<file path="src/rtl/line_cmd_sequencer_if.sv">
// line_cmd_sequencer_if: command-in / line-drawer-out bundle for line_cmd_sequencer.
//   cmd_valid/cmd_ready, cmd_x0..cmd_colour : upstream command handshake
//   start/done, x0..colour                  : line drawer request handshake
//   busy, lines_drawn, lines_dropped        : status
interface line_cmd_sequencer_if;
  logic        cmd_valid;
  logic        cmd_ready;
  logic [8:0]  cmd_x0;
  logic [7:0]  cmd_y0;
  logic [8:0]  cmd_x1;
  logic [7:0]  cmd_y1;
  logic [2:0]  cmd_colour;
  logic        start;
  logic [8:0]  x0;
  logic [7:0]  y0;
  logic [8:0]  x1;
  logic [7:0]  y1;
  logic [2:0]  colour;
  logic        done;
  logic        busy;
  logic [15:0] lines_drawn;
  logic [7:0]  lines_dropped;
  modport slave (
    input  cmd_valid, cmd_x0, cmd_y0, cmd_x1, cmd_y1, cmd_colour, done,
    output cmd_ready, start, x0, y0, x1, y1, colour, busy, lines_drawn, lines_dropped
  );
  modport master (
    output cmd_valid, cmd_x0, cmd_y0, cmd_x1, cmd_y1, cmd_colour, done,
    input  cmd_ready, start, x0, y0, x1, y1, colour, busy, lines_drawn, lines_dropped
  );
endinterface

</file>
<file path="src/rtl/line_cmd_sequencer.sv">
// line_cmd_sequencer: buffers line commands in a FIFO and issues them one at a time over start/done.
//   clk    : rising-edge clock
//   resetn : synchronous active-low reset
//   bus    : slave side of line_cmd_sequencer_if (command input, drawer output, status)
module line_cmd_sequencer #(
  parameter int         DEPTH = 4,
  parameter logic [8:0] XMAX  = 9'd159,
  parameter logic [7:0] YMAX  = 8'd119
) (
  input logic                  clk,
  input logic                  resetn,
  line_cmd_sequencer_if.slave  bus
);
  localparam int AW = $clog2(DEPTH);
  localparam logic [AW:0] FULL = (AW+1)'(DEPTH);
  typedef enum logic [1:0] {IDLE, ISSUE, RELEASE} state_t;
  state_t        r_state;
  logic [36:0]   r_mem [DEPTH];
  logic [AW-1:0] r_wp, r_rp;
  logic [AW:0]   r_count;
  logic          r_start;
  logic [8:0]    r_x0, r_x1;
  logic [7:0]    r_y0, r_y1;
  logic [2:0]    r_colour;
  logic [15:0]   r_lines_drawn;
  logic [7:0]    r_lines_dropped;
  logic          w_push, w_pop, w_ok;
  logic [36:0]   w_head;
  assign bus.cmd_ready     = r_count != FULL;
  assign bus.busy          = r_state != IDLE || r_count != '0;
  assign bus.start         = r_start;
  assign bus.x0            = r_x0;
  assign bus.y0            = r_y0;
  assign bus.x1            = r_x1;
  assign bus.y1            = r_y1;
  assign bus.colour        = r_colour;
  assign bus.lines_drawn   = r_lines_drawn;
  assign bus.lines_dropped = r_lines_dropped;
  assign w_push = bus.cmd_valid && bus.cmd_ready;
  // Only IDLE consumes the head; in-range heads are issued, others are discarded.
  assign w_pop  = r_state == IDLE && r_count != '0;
  assign w_head = r_mem[r_rp];
  assign w_ok   = w_head[36:28] <= XMAX && w_head[19:11] <= XMAX &&
                  w_head[27:20] <= YMAX && w_head[10:3]  <= YMAX;
  always_ff @(posedge clk)
    if (w_push) r_mem[r_wp] <= {bus.cmd_x0, bus.cmd_y0, bus.cmd_x1, bus.cmd_y1, bus.cmd_colour};
  always_ff @(posedge clk) begin
    if (!resetn) begin
      r_state         <= IDLE;
      r_wp            <= '0;
      r_rp            <= '0;
      r_count         <= '0;
      r_start         <= 1'b0;
      r_x0            <= '0;
      r_y0            <= '0;
      r_x1            <= '0;
      r_y1            <= '0;
      r_colour        <= '0;
      r_lines_drawn   <= '0;
      r_lines_dropped <= '0;
    end else begin
      if (w_push) r_wp <= r_wp + AW'(1);
      if (w_pop) r_rp <= r_rp + AW'(1);
      r_count <= r_count + (AW+1)'(w_push) - (AW+1)'(w_pop);
      case (r_state)
        IDLE:
          if (w_pop) begin
            if (w_ok) begin
              {r_x0, r_y0, r_x1, r_y1, r_colour} <= w_head;
              r_start <= 1'b1;
              r_state <= ISSUE;
            end else if (r_lines_dropped != 8'hFF) begin
              r_lines_dropped <= r_lines_dropped + 8'd1;
            end
          end
        ISSUE:
          if (bus.done) begin
            r_start <= 1'b0;
            r_state <= RELEASE;
          end
        RELEASE:
          // The drawer must drop done before the line counts and the next one may start.
          if (!bus.done) begin
            if (r_lines_drawn != 16'hFFFF) r_lines_drawn <= r_lines_drawn + 16'd1;
            r_state <= IDLE;
          end
        default: r_state <= IDLE;
      endcase
    end
  end
endmodule
</file>
<file path="src/flat_wrapper.sv">
// flat-port wrapper written by rule: the top's interface ports become plain ports
module line_cmd_sequencer_flat 
#(
  parameter int         DEPTH = 4,
  parameter logic [8:0] XMAX  = 9'd159,
  parameter logic [7:0] YMAX  = 8'd119
)
  (clk, resetn, bus_cmd_valid, bus_cmd_x0, bus_cmd_y0, bus_cmd_x1, bus_cmd_y1, bus_cmd_colour, bus_done, bus_cmd_ready, bus_start, bus_x0, bus_y0, bus_x1, bus_y1, bus_colour, bus_busy, bus_lines_drawn, bus_lines_dropped);
  line_cmd_sequencer_if bus_i ();
  input logic clk;
  input logic resetn;
  input wire logic [$bits(bus_i.cmd_valid)-1:0] bus_cmd_valid;
  input wire logic [$bits(bus_i.cmd_x0)-1:0] bus_cmd_x0;
  input wire logic [$bits(bus_i.cmd_y0)-1:0] bus_cmd_y0;
  input wire logic [$bits(bus_i.cmd_x1)-1:0] bus_cmd_x1;
  input wire logic [$bits(bus_i.cmd_y1)-1:0] bus_cmd_y1;
  input wire logic [$bits(bus_i.cmd_colour)-1:0] bus_cmd_colour;
  input wire logic [$bits(bus_i.done)-1:0] bus_done;
  output wire logic [$bits(bus_i.cmd_ready)-1:0] bus_cmd_ready;
  output wire logic [$bits(bus_i.start)-1:0] bus_start;
  output wire logic [$bits(bus_i.x0)-1:0] bus_x0;
  output wire logic [$bits(bus_i.y0)-1:0] bus_y0;
  output wire logic [$bits(bus_i.x1)-1:0] bus_x1;
  output wire logic [$bits(bus_i.y1)-1:0] bus_y1;
  output wire logic [$bits(bus_i.colour)-1:0] bus_colour;
  output wire logic [$bits(bus_i.busy)-1:0] bus_busy;
  output wire logic [$bits(bus_i.lines_drawn)-1:0] bus_lines_drawn;
  output wire logic [$bits(bus_i.lines_dropped)-1:0] bus_lines_dropped;
  assign bus_i.cmd_valid = bus_cmd_valid;
  assign bus_i.cmd_x0 = bus_cmd_x0;
  assign bus_i.cmd_y0 = bus_cmd_y0;
  assign bus_i.cmd_x1 = bus_cmd_x1;
  assign bus_i.cmd_y1 = bus_cmd_y1;
  assign bus_i.cmd_colour = bus_cmd_colour;
  assign bus_i.done = bus_done;
  assign bus_cmd_ready = bus_i.cmd_ready;
  assign bus_start = bus_i.start;
  assign bus_x0 = bus_i.x0;
  assign bus_y0 = bus_i.y0;
  assign bus_x1 = bus_i.x1;
  assign bus_y1 = bus_i.y1;
  assign bus_colour = bus_i.colour;
  assign bus_busy = bus_i.busy;
  assign bus_lines_drawn = bus_i.lines_drawn;
  assign bus_lines_dropped = bus_i.lines_dropped;
  line_cmd_sequencer #(.DEPTH(DEPTH), .XMAX(XMAX), .YMAX(YMAX)) u_core (.clk(clk), .resetn(resetn), .bus(bus_i));
endmodule
</file>
<file path="config.mk">
export PLATFORM = sky130hd
export DESIGN_NAME = line_cmd_sequencer_flat
export DESIGN_NICKNAME = d
export VERILOG_FILES = /design/src/rtl/line_cmd_sequencer_if.sv /design/src/rtl/line_cmd_sequencer.sv /design/src/flat_wrapper.sv
export SDC_FILE = /design/constraint.sdc
export NUM_CORES = 1
export LEC_CHECK = 0
export ABC_AREA = 0
export CAP_MARGIN = 20
export CORE_MARGIN = 3
export CORE_UTILIZATION = 30
export CTS_CLUSTER_DIAMETER = 60
export DETAILED_ROUTE_END_ITERATION = 10
export PLACE_DENSITY = 0.46
export SLEW_MARGIN = 20
export SYNTH_ARGS = -nofsm -noshare
export SYNTH_HDL_FRONTEND = slang
export SYNTH_SLANG_ARGS = --single-unit
</file>
<file path="constraint.sdc">
create_clock -name clk -period 3.15 [get_ports clk]
set_clock_uncertainty 0.05 [all_clocks]
set_input_delay 0.315 -clock clk [delete_from_list [all_inputs] [get_ports clk]]
set_output_delay 0.315 -clock clk [all_outputs]
set_load 0.01 [all_outputs]
</file>
==> metrics.md, run 1 <==
| Metric | Value |
|---|---|
| Status | `finished, final reports clean` |
| Dpl cell area | `0.0100 mm2` |
| Storage element area | `0.00591 mm2` |
| Hold Path Sink | `u_core.r_count[1]` |
| Fillcell total | `2,635` |
| I/O Pins | `105` |
| Sequential cell fraction of total power | `44.1%` |
| Gp weighted congestion | `0.702` |
| Worst Setup End Kind | `flop` |
| Core Rows | `61` |
| Combinational cell fraction of total power | `17.8%` |
| Most frequent cells in the layout | `edfxtp_1, clkdlybuf4s50_1, dfxtp_1` |
| Post-layout min period | `2.80 ns` |
| Sw Share | `25.3%` |
| First-pass GRT wire length | `29.5 mm` |
| Clock sinks | `221` |
| Worst-Skew Late Latency | `0.52 ns` |
| Max Slew Vio Count | `0` |
| Mapped Area | `0.00856 mm2` |
| Routed wire per std cell | `17.7 um` |
| Final Hold Viols | `0` |
| YS warnings | `0` |
| DR vias | `4,937` |
| Vias/cell | `4.66` |
| Die height | `175 um` |
| Synth Net Count | `595` |
| Dpl hpwl | `11.9 mm` |
| Max Fclk | `0.357 GHz` |
| Worst Setup Slack, final | `0.348 ns` |
| Register area share after synthesis | `69.0%` |
| Global route overflow | `0` |
| Pre-CTS setup slack | `0.308 ns` |
| HP Start | `resetn` |
| Final ANT Viol Nets | `0` |
| RSZ-0062 raised after global routing | `false` |
| Setup repair bufs after CTS | `0` |
| Initial Utilization | `30.7%` |
| DR iter-0 viols | `263` |
| Power Dens Cells | `747 mW/mm2` |
| Required @ worst endpoint | `3.55 ns` |
| Async set-or-reset flop fraction in the synthesized netlist | `0%` |
| Worst r2r path cells | `7` |
| DRT Pass-1 Iters | `4` |
| CTS Buf Count | `26` |
| Clk buf depth | `3` |
| Worst Hold Path Cells | `3` |
| P_leak | `3.51 nW` |
| # resized after CTS | `0` |
| Int Power | `0.00608 W` |
| Die width | `175 um` |
| I/O Buffers | `104` |
| Core ar. | `0.0279 mm2` |
| CP max FO | `34` |
| Final setup fails | `0` |
| Clock Pin Slew Worst Setup and Hold Paths | `0.06 ns` |
| Number of global-route vias before repair | `5,019` |
| DRC Markers | `0` |
| Worst relative slew slack | `37.5%` |
| CTS Hold Bufs | `0` |
| Multi-input gate area | `0.00243 mm2` |
| Max cap viols | `0` |
| Cell area after layout | `0.0109 mm2` |
| Leading cell type in the layout, fill and taps excluded | `edfxtp_1` |
| CTS root buf | `clkbuf_16` |
| Slew of the pin with the lowest slew margin | `0.938 ns` |
| Pin count of the biggest net entering global routing | `76` |
| Initial antenna violation count | `0` |
| Arr. time, crit path | `3.20 ns` |
| Diodes inserted | `0` |
| Reg2reg end | `u_core.bus.y1[4]` |
| Syn avg cell area | `15.7 um2` |
| Post-Syn Instances | `545` |
| Area Growth Syn to Fin | `27.3%` |
| Crit Path Class | `reg2reg` |
| Die area | `0.0306 mm2` |
| Detailed Route WL | `18.7 mm` |
| Hold Crit Class | `in2reg` |
| Main synth FF type | `edfxtp_1` |
| Clock power frac | `38.2%` |
| GRT Overall Usage | `12.3%` |
| Maximum VDD drop | `0.335 mV` |
| Layout cells sized above 1 | `19.9%` |
| CTS tree | `yes` |
| H-tree depth | `1` |
| Psw | `0.00206 W` |
| Type of origin of the critical path | `flop` |
| EDFF count, synth | `148` |
| NumNets Final | `712` |
| Tcrit/Tclk final | `89.0%` |
| Post-synth cell types | `46` |
| WHS | `0.267 ns` |
| Synth Register Bits | `221` |
| Final setup TNS | `0 ns` |
| Worst reg-to-reg setup slack | `0.35 ns` |
## Yosys cell counts (2+ instances only)
cell	count	share of area (%)
a21oi_1	13	0.76
and2_1	2	0.15
and3_1	7	0.51
and4_1	2	0.20
buf_1	3	0.13
buf_2	4	0.23
buf_4	3	0.26
buf_6	9	1.2
clkbuf_1	10	0.44
dfxtp_1	73	17
edfxtp_1	148	52
ha_1	8	1.2
inv_1	7	0.31
mux2i_1	2	0.23
mux4_1	7	2.1
mux4_2	27	7.1
nand2_1	49	2.1
nand2b_1	4	0.29
nand3_1	20	1.2
nand3_2	21	2.5
nand4_1	5	0.37
nor2_1	20	0.88
nor2_2	2	0.15
nor3_1	4	0.23
nor3b_1	4	0.35
o211ai_1	2	0.18
o21ai_0	10	0.58
o21ai_1	14	0.82
o21ai_2	21	2.1
o31ai_1	4	0.35
or3_1	9	0.66
or4_1	6	0.53
xnor2_1	6	0.61
xor2_1	7	0.72
## per-stage QoR
step           instances  util, %  power (W)
2_1_floorplan        545        -    0.00464
3_3_place_gp        1012     35.8    0.00510
3_5_place_dp        1012     35.8    0.00514
4_1_cts             1060     39.0    0.00828
5_1_grt             1060     39.0    0.00855
6_report            1060     39.0    0.00814
## how the worst max path moves through the flow
stage / cells past startpoint / endpoint
6_report: 7 / u_core.bus.y1[4]
5_1_grt: 7 / u_core.bus.x0[5]
4_1_cts: 7 / u_core.bus.x1[5]
3_5_place_dp: 7 / u_core.bus.x1[5]
3_3_place_gp: 7 / u_core.bus.y1[3]
2_1_floorplan: 7 / u_core.bus.x1[4]
## layer usage
metal | GRT usage, % | part of all wire, % | vias to the layer above
met5 | 0 | 0 | -
met4 | 3.16 | 2.3 | 0
met3 | 2.91 | 5.5 | 32
met2 | 20.1 | 48 | 125
met1 | 16.5 | 44 | 2455
li1 | - | - | 2325
## area by class of cell
cell class	instances	area share (%)
flip-flops and latches	221	54.2
repair buffers	119	10.7
well taps	378	4.34
clock inverters	15	1.84
multi-input cells	287	22.3
clock buffers	33	6.41
inverters	7	0.241
## power by group through the flow
stage / sequential (W) / combinational, W / clock, W
global placement: 0.00364 / 0.00145 / 0
CTS: 0.00360 / 0.00149 / 0.00319
floorplan: 0.00356 / 0.00107 / 0
global route: 0.00362 / 0.00160 / 0.00334
finish: 0.00359 / 0.00145 / 0.00311
detailed placement: 0.00366 / 0.00149 / 0
## logic make-up (layout without fill, tap and decap cells)
logic type	count (synthesis)	in the layout	synth area share (%)
adder cells (fa/ha/maj)	9	9	1.40
XOR/XNOR	13	13	1.33
AO/OA/AOI/OAI	69	69	5.39
multiplexers	36	36	9.48
flip-flops	221	221	69.0
AND/OR/NAND/NOR	160	160	10.7
buffers and inverters	37	174	2.73
## critical path, stage by stage, from the launching register on
cell	delay, ns
dfxtp_2	0.60
mux4_1	0.64
o21ai_0	0.29
nand4_2	0.21
nor3b_4	0.27
buf_4	0.41
nand3_1	0.12
o21ai_1	0.13
## registers in the layout, summed over array words and instances, names as in the netlist, named ones only
name                      cells
u_core.r_mem                148
u_core.bus.lines_drawn       16
u_core.bus.x0                 9
u_core.bus.x1                 9
u_core.bus.lines_dropped      8
u_core.bus.y0                 8
u_core.bus.y1                 8
u_core.bus.colour             3
u_core.r_count                3
u_core.r_rp                   2
u_core.r_state                2
u_core.r_wp                   2
u_core.bus.start              1
Power figures use the tool's default switching activity.
==> inputs of run 2 (changes only) <==
--- a/config.mk
+++ b/config.mk
@@ -9,10 +9,10 @@
 export CAP_MARGIN = 20
 export CORE_MARGIN = 3
 export CORE_UTILIZATION = 30
-export CTS_CLUSTER_DIAMETER = 60
 export DETAILED_ROUTE_END_ITERATION = 10
 export PLACE_DENSITY = 0.46
 export SLEW_MARGIN = 20
 export SYNTH_ARGS = -nofsm -noshare
 export SYNTH_HDL_FRONTEND = slang
 export SYNTH_SLANG_ARGS = --single-unit
+export TNS_END_PERCENT = 20
==> run 2 against run 1 <==
Against the previous run: hold slack got worse by 0.0018 ns; clock power is essentially flat; clock-buffer cell count is 6 lower; critical path type unchanged; highest routed layer unchanged.
==> metrics.md, run 2 (synthesis results as in run 1) <==
| Metric | Value |
|---|---|
| Dpl hpwl | `11.9 mm (unchanged)` |
| Worst-Skew Late Latency | `0.51 ns (about the same)` |
| Die width | `175 um (unchanged)` |
| CP peak stage delay | `0.64 ns (about the same)` |
| DRT Pass-1 Iters | `4 (unchanged)` |
| Global route overflow | `0 (unchanged)` |
| DR iter-0 viols | `259 (-1.5%)` |
| H-tree depth | `1 (unchanged)` |
| Required @ worst endpoint | `3.54 ns (about the same)` |
| Vias/cell | `4.68 (+0.53%)` |
| # resized after CTS | `0 (unchanged)` |
| Worst Setup End Kind | `flop` |
| Crit-path cells | `mux4_1 > o21ai_0 > nand4_2 > nor3b_4 > buf_4 > nand3_1 > o21ai_1` |
| Clock Pin Slew Worst Setup and Hold Paths | `0.06 ns (about the same)` |
| Diodes inserted | `0 (unchanged)` |
| Max Fclk | `0.357 GHz (+0.15%)` |
| Core Rows | `61 (unchanged)` |
| Layout cells sized above 1 | `20.3% (+0.38 points)` |
| Die area | `0.0306 mm2 (unchanged)` |
| Tcrit/Tclk final | `88.8% (-0.13 points)` |
| CTS Hold Bufs | `0 (unchanged)` |
| Initial antenna violation count | `0 (unchanged)` |
| Crit Path Class | `reg2reg` |
| Final ANT Viol Nets | `0 (unchanged)` |
| NumNets Final | `711 (-0.14%)` |
| CTS tree | `yes` |
| Detailed Route WL | `18.8 mm (+0.44%)` |
| GRT Overall Usage | `12.3% (+0.057 points)` |
| Reg with most FFs | `u_core.r_mem` |
| Maximum VDD drop | `0.337 mV (+0.37%)` |
| DRC Markers | `0 (unchanged)` |
| Area Growth Syn to Fin | `27.0%` |
| Max Slew Vio Count | `0 (unchanged)` |
| Slew of the pin with the lowest slew margin | `0.943 ns (+0.00557 ns)` |
| Final setup TNS | `0 ns (unchanged)` |
| Clock sinks | `221 (unchanged)` |
| Gp weighted congestion | `0.702 (unchanged)` |
| Setup repair bufs after CTS | `0 (unchanged)` |
| Pin count of the biggest net entering global routing | `76 (unchanged)` |
| Max reg flops | `148 (unchanged)` |
| Arr. time, crit path | `3.18 ns (-0.02 ns)` |
| Worst reg-to-reg setup slack | `0.35 ns (about the same)` |
| Cell family with most CP delay | `multiplexers` |
| Initial Utilization | `30.7% (unchanged)` |
| Final setup fails | `0 (unchanged)` |
| Crit-path slowest cell | `mux4_1` |
| I/O Buffers | `104 (unchanged)` |
| Hold Crit Class | `in2reg` |
| Post-layout min period | `2.80 ns (-0.00408 ns)` |
| Most frequent cells in the layout | `edfxtp_1, clkdlybuf4s50_1, dfxtp_1` |
| RSZ-0062 raised after global routing | `false` |
| First-pass GRT wire length | `29.6 mm (+0.30%)` |
| CTS Buf Count | `25 (-3.8%)` |
| Non-filler instance count after layout | `1,057 (-0.28%)` |
| Number of global-route vias before repair | `5,039 (+0.40%)` |
| Final Hold Viols | `0 (unchanged)` |
| Worst path bufs/invs | `1 (unchanged)` |
| Core ar. | `0.0279 mm2 (unchanged)` |
| Die height | `175 um (unchanged)` |
| Type of origin of the critical path | `flop` |
| CTS root buf | `clkbuf_16` |
| Dpl cells | `1,012 (unchanged)` |
| P_leak | `3.51 nW (about the same)` |
| Max cap viols | `0 (unchanged)` |
| Status | `finished, final reports clean` |
| Routed wire per std cell | `17.8 um (+0.72%)` |
| Worst relative slew slack | `37.1% (-0.37 points)` |
| DR vias | `4,949 (+0.24%)` |
| Power Dens Cells | `746 mW/mm2 (-0.14%)` |
| Leading cell type in the layout, fill and taps excluded | `edfxtp_1` |
| Clk buf depth | `3 (unchanged)` |
| I/O Pins | `105 (unchanged)` |
| CP max FO | `34 (unchanged)` |
==> run 2: cell types whose count changed in the layout (fill, tap and decap cells not counted), sizes merged <==
cell	delta
clkinvlp	-1
clkbuf	-6
inv	+1
clkinv	+2
bufinv	+1
==> run 2: area by class of cell <==
class                           count  area, um2
Clock buffer                       27        633
Clock inverter                     18        243
Fill cell                        2643      17100
Inverter                            7       26.3
Multi-Input combinational cell    287       2430
Sequential cell                   221       5910
Tap cell                          378        473
Timing Repair Buffer              119       1160
==> run 2: metrics by stage <==
step / worst slack (ns) / hold WS [ns] / total power [W] / area, um2 / util (%)
2_1_floorplan: 0.856 / 0.364 / 0.00464 / 8560 / -
3_3_place_gp: 0.371 / 0.395 / 0.00510 / 10000 / 35.8
3_5_place_dp: 0.308 / 0.398 / 0.00514 / 10000 / 35.8
4_1_cts: 0.278 / 0.345 / 0.00825 / 10900 / 38.9
5_1_grt: 0.0931 / 0.302 / 0.00853 / 10900 / 38.9
6_report: 0.352 / 0.265 / 0.00811 / 10900 / 38.9
==> run 2: path summary, 6_finish.rpt <==
check	startpoint	cells past startpoint	to
worst max-delay path	flop	7	u_core.bus.y1[4]
worst min-delay path	resetn	3	u_core.r_count[1]
worst max register to register	flop	7	u_core.bus.y1[4]
worst min register to register	u_core.bus.x0[7]	2	u_core.bus.x0[7]
==> run 2: per-layer routing <==
metal | part of all wire, % | global-route usage [%] | vias to the layer above
li1 | - | - | 2326
met1 | 44 | 16.5 | 2465
met2 | 49 | 20.3 | 139
met3 | 5.5 | 2.96 | 19
met4 | 1.6 | 3.09 | 0
met5 | 0 | 0 | -
==> run 2: worst register-to-register path, stage by stage (launching register included) <==
cell and delay, ns:
dfxtp_2 0.60, mux4_1 0.64, o21ai_0 0.29, nand4_2 0.21, nor3b_4 0.27, buf_4 0.41, nand3_1 0.13, o21ai_1 0.13
==> run 2: report_power, final <==
group / internal (W) / total (W) / switching, W
Combinational: 0.000694 / 0.00145 / 0.000753
Sequential: 0.00341 / 0.00358 / 0.000172
Clock: 0.00194 / 0.00308 / 0.00114
Total: 0.00605 / 0.00811 / 0.00206
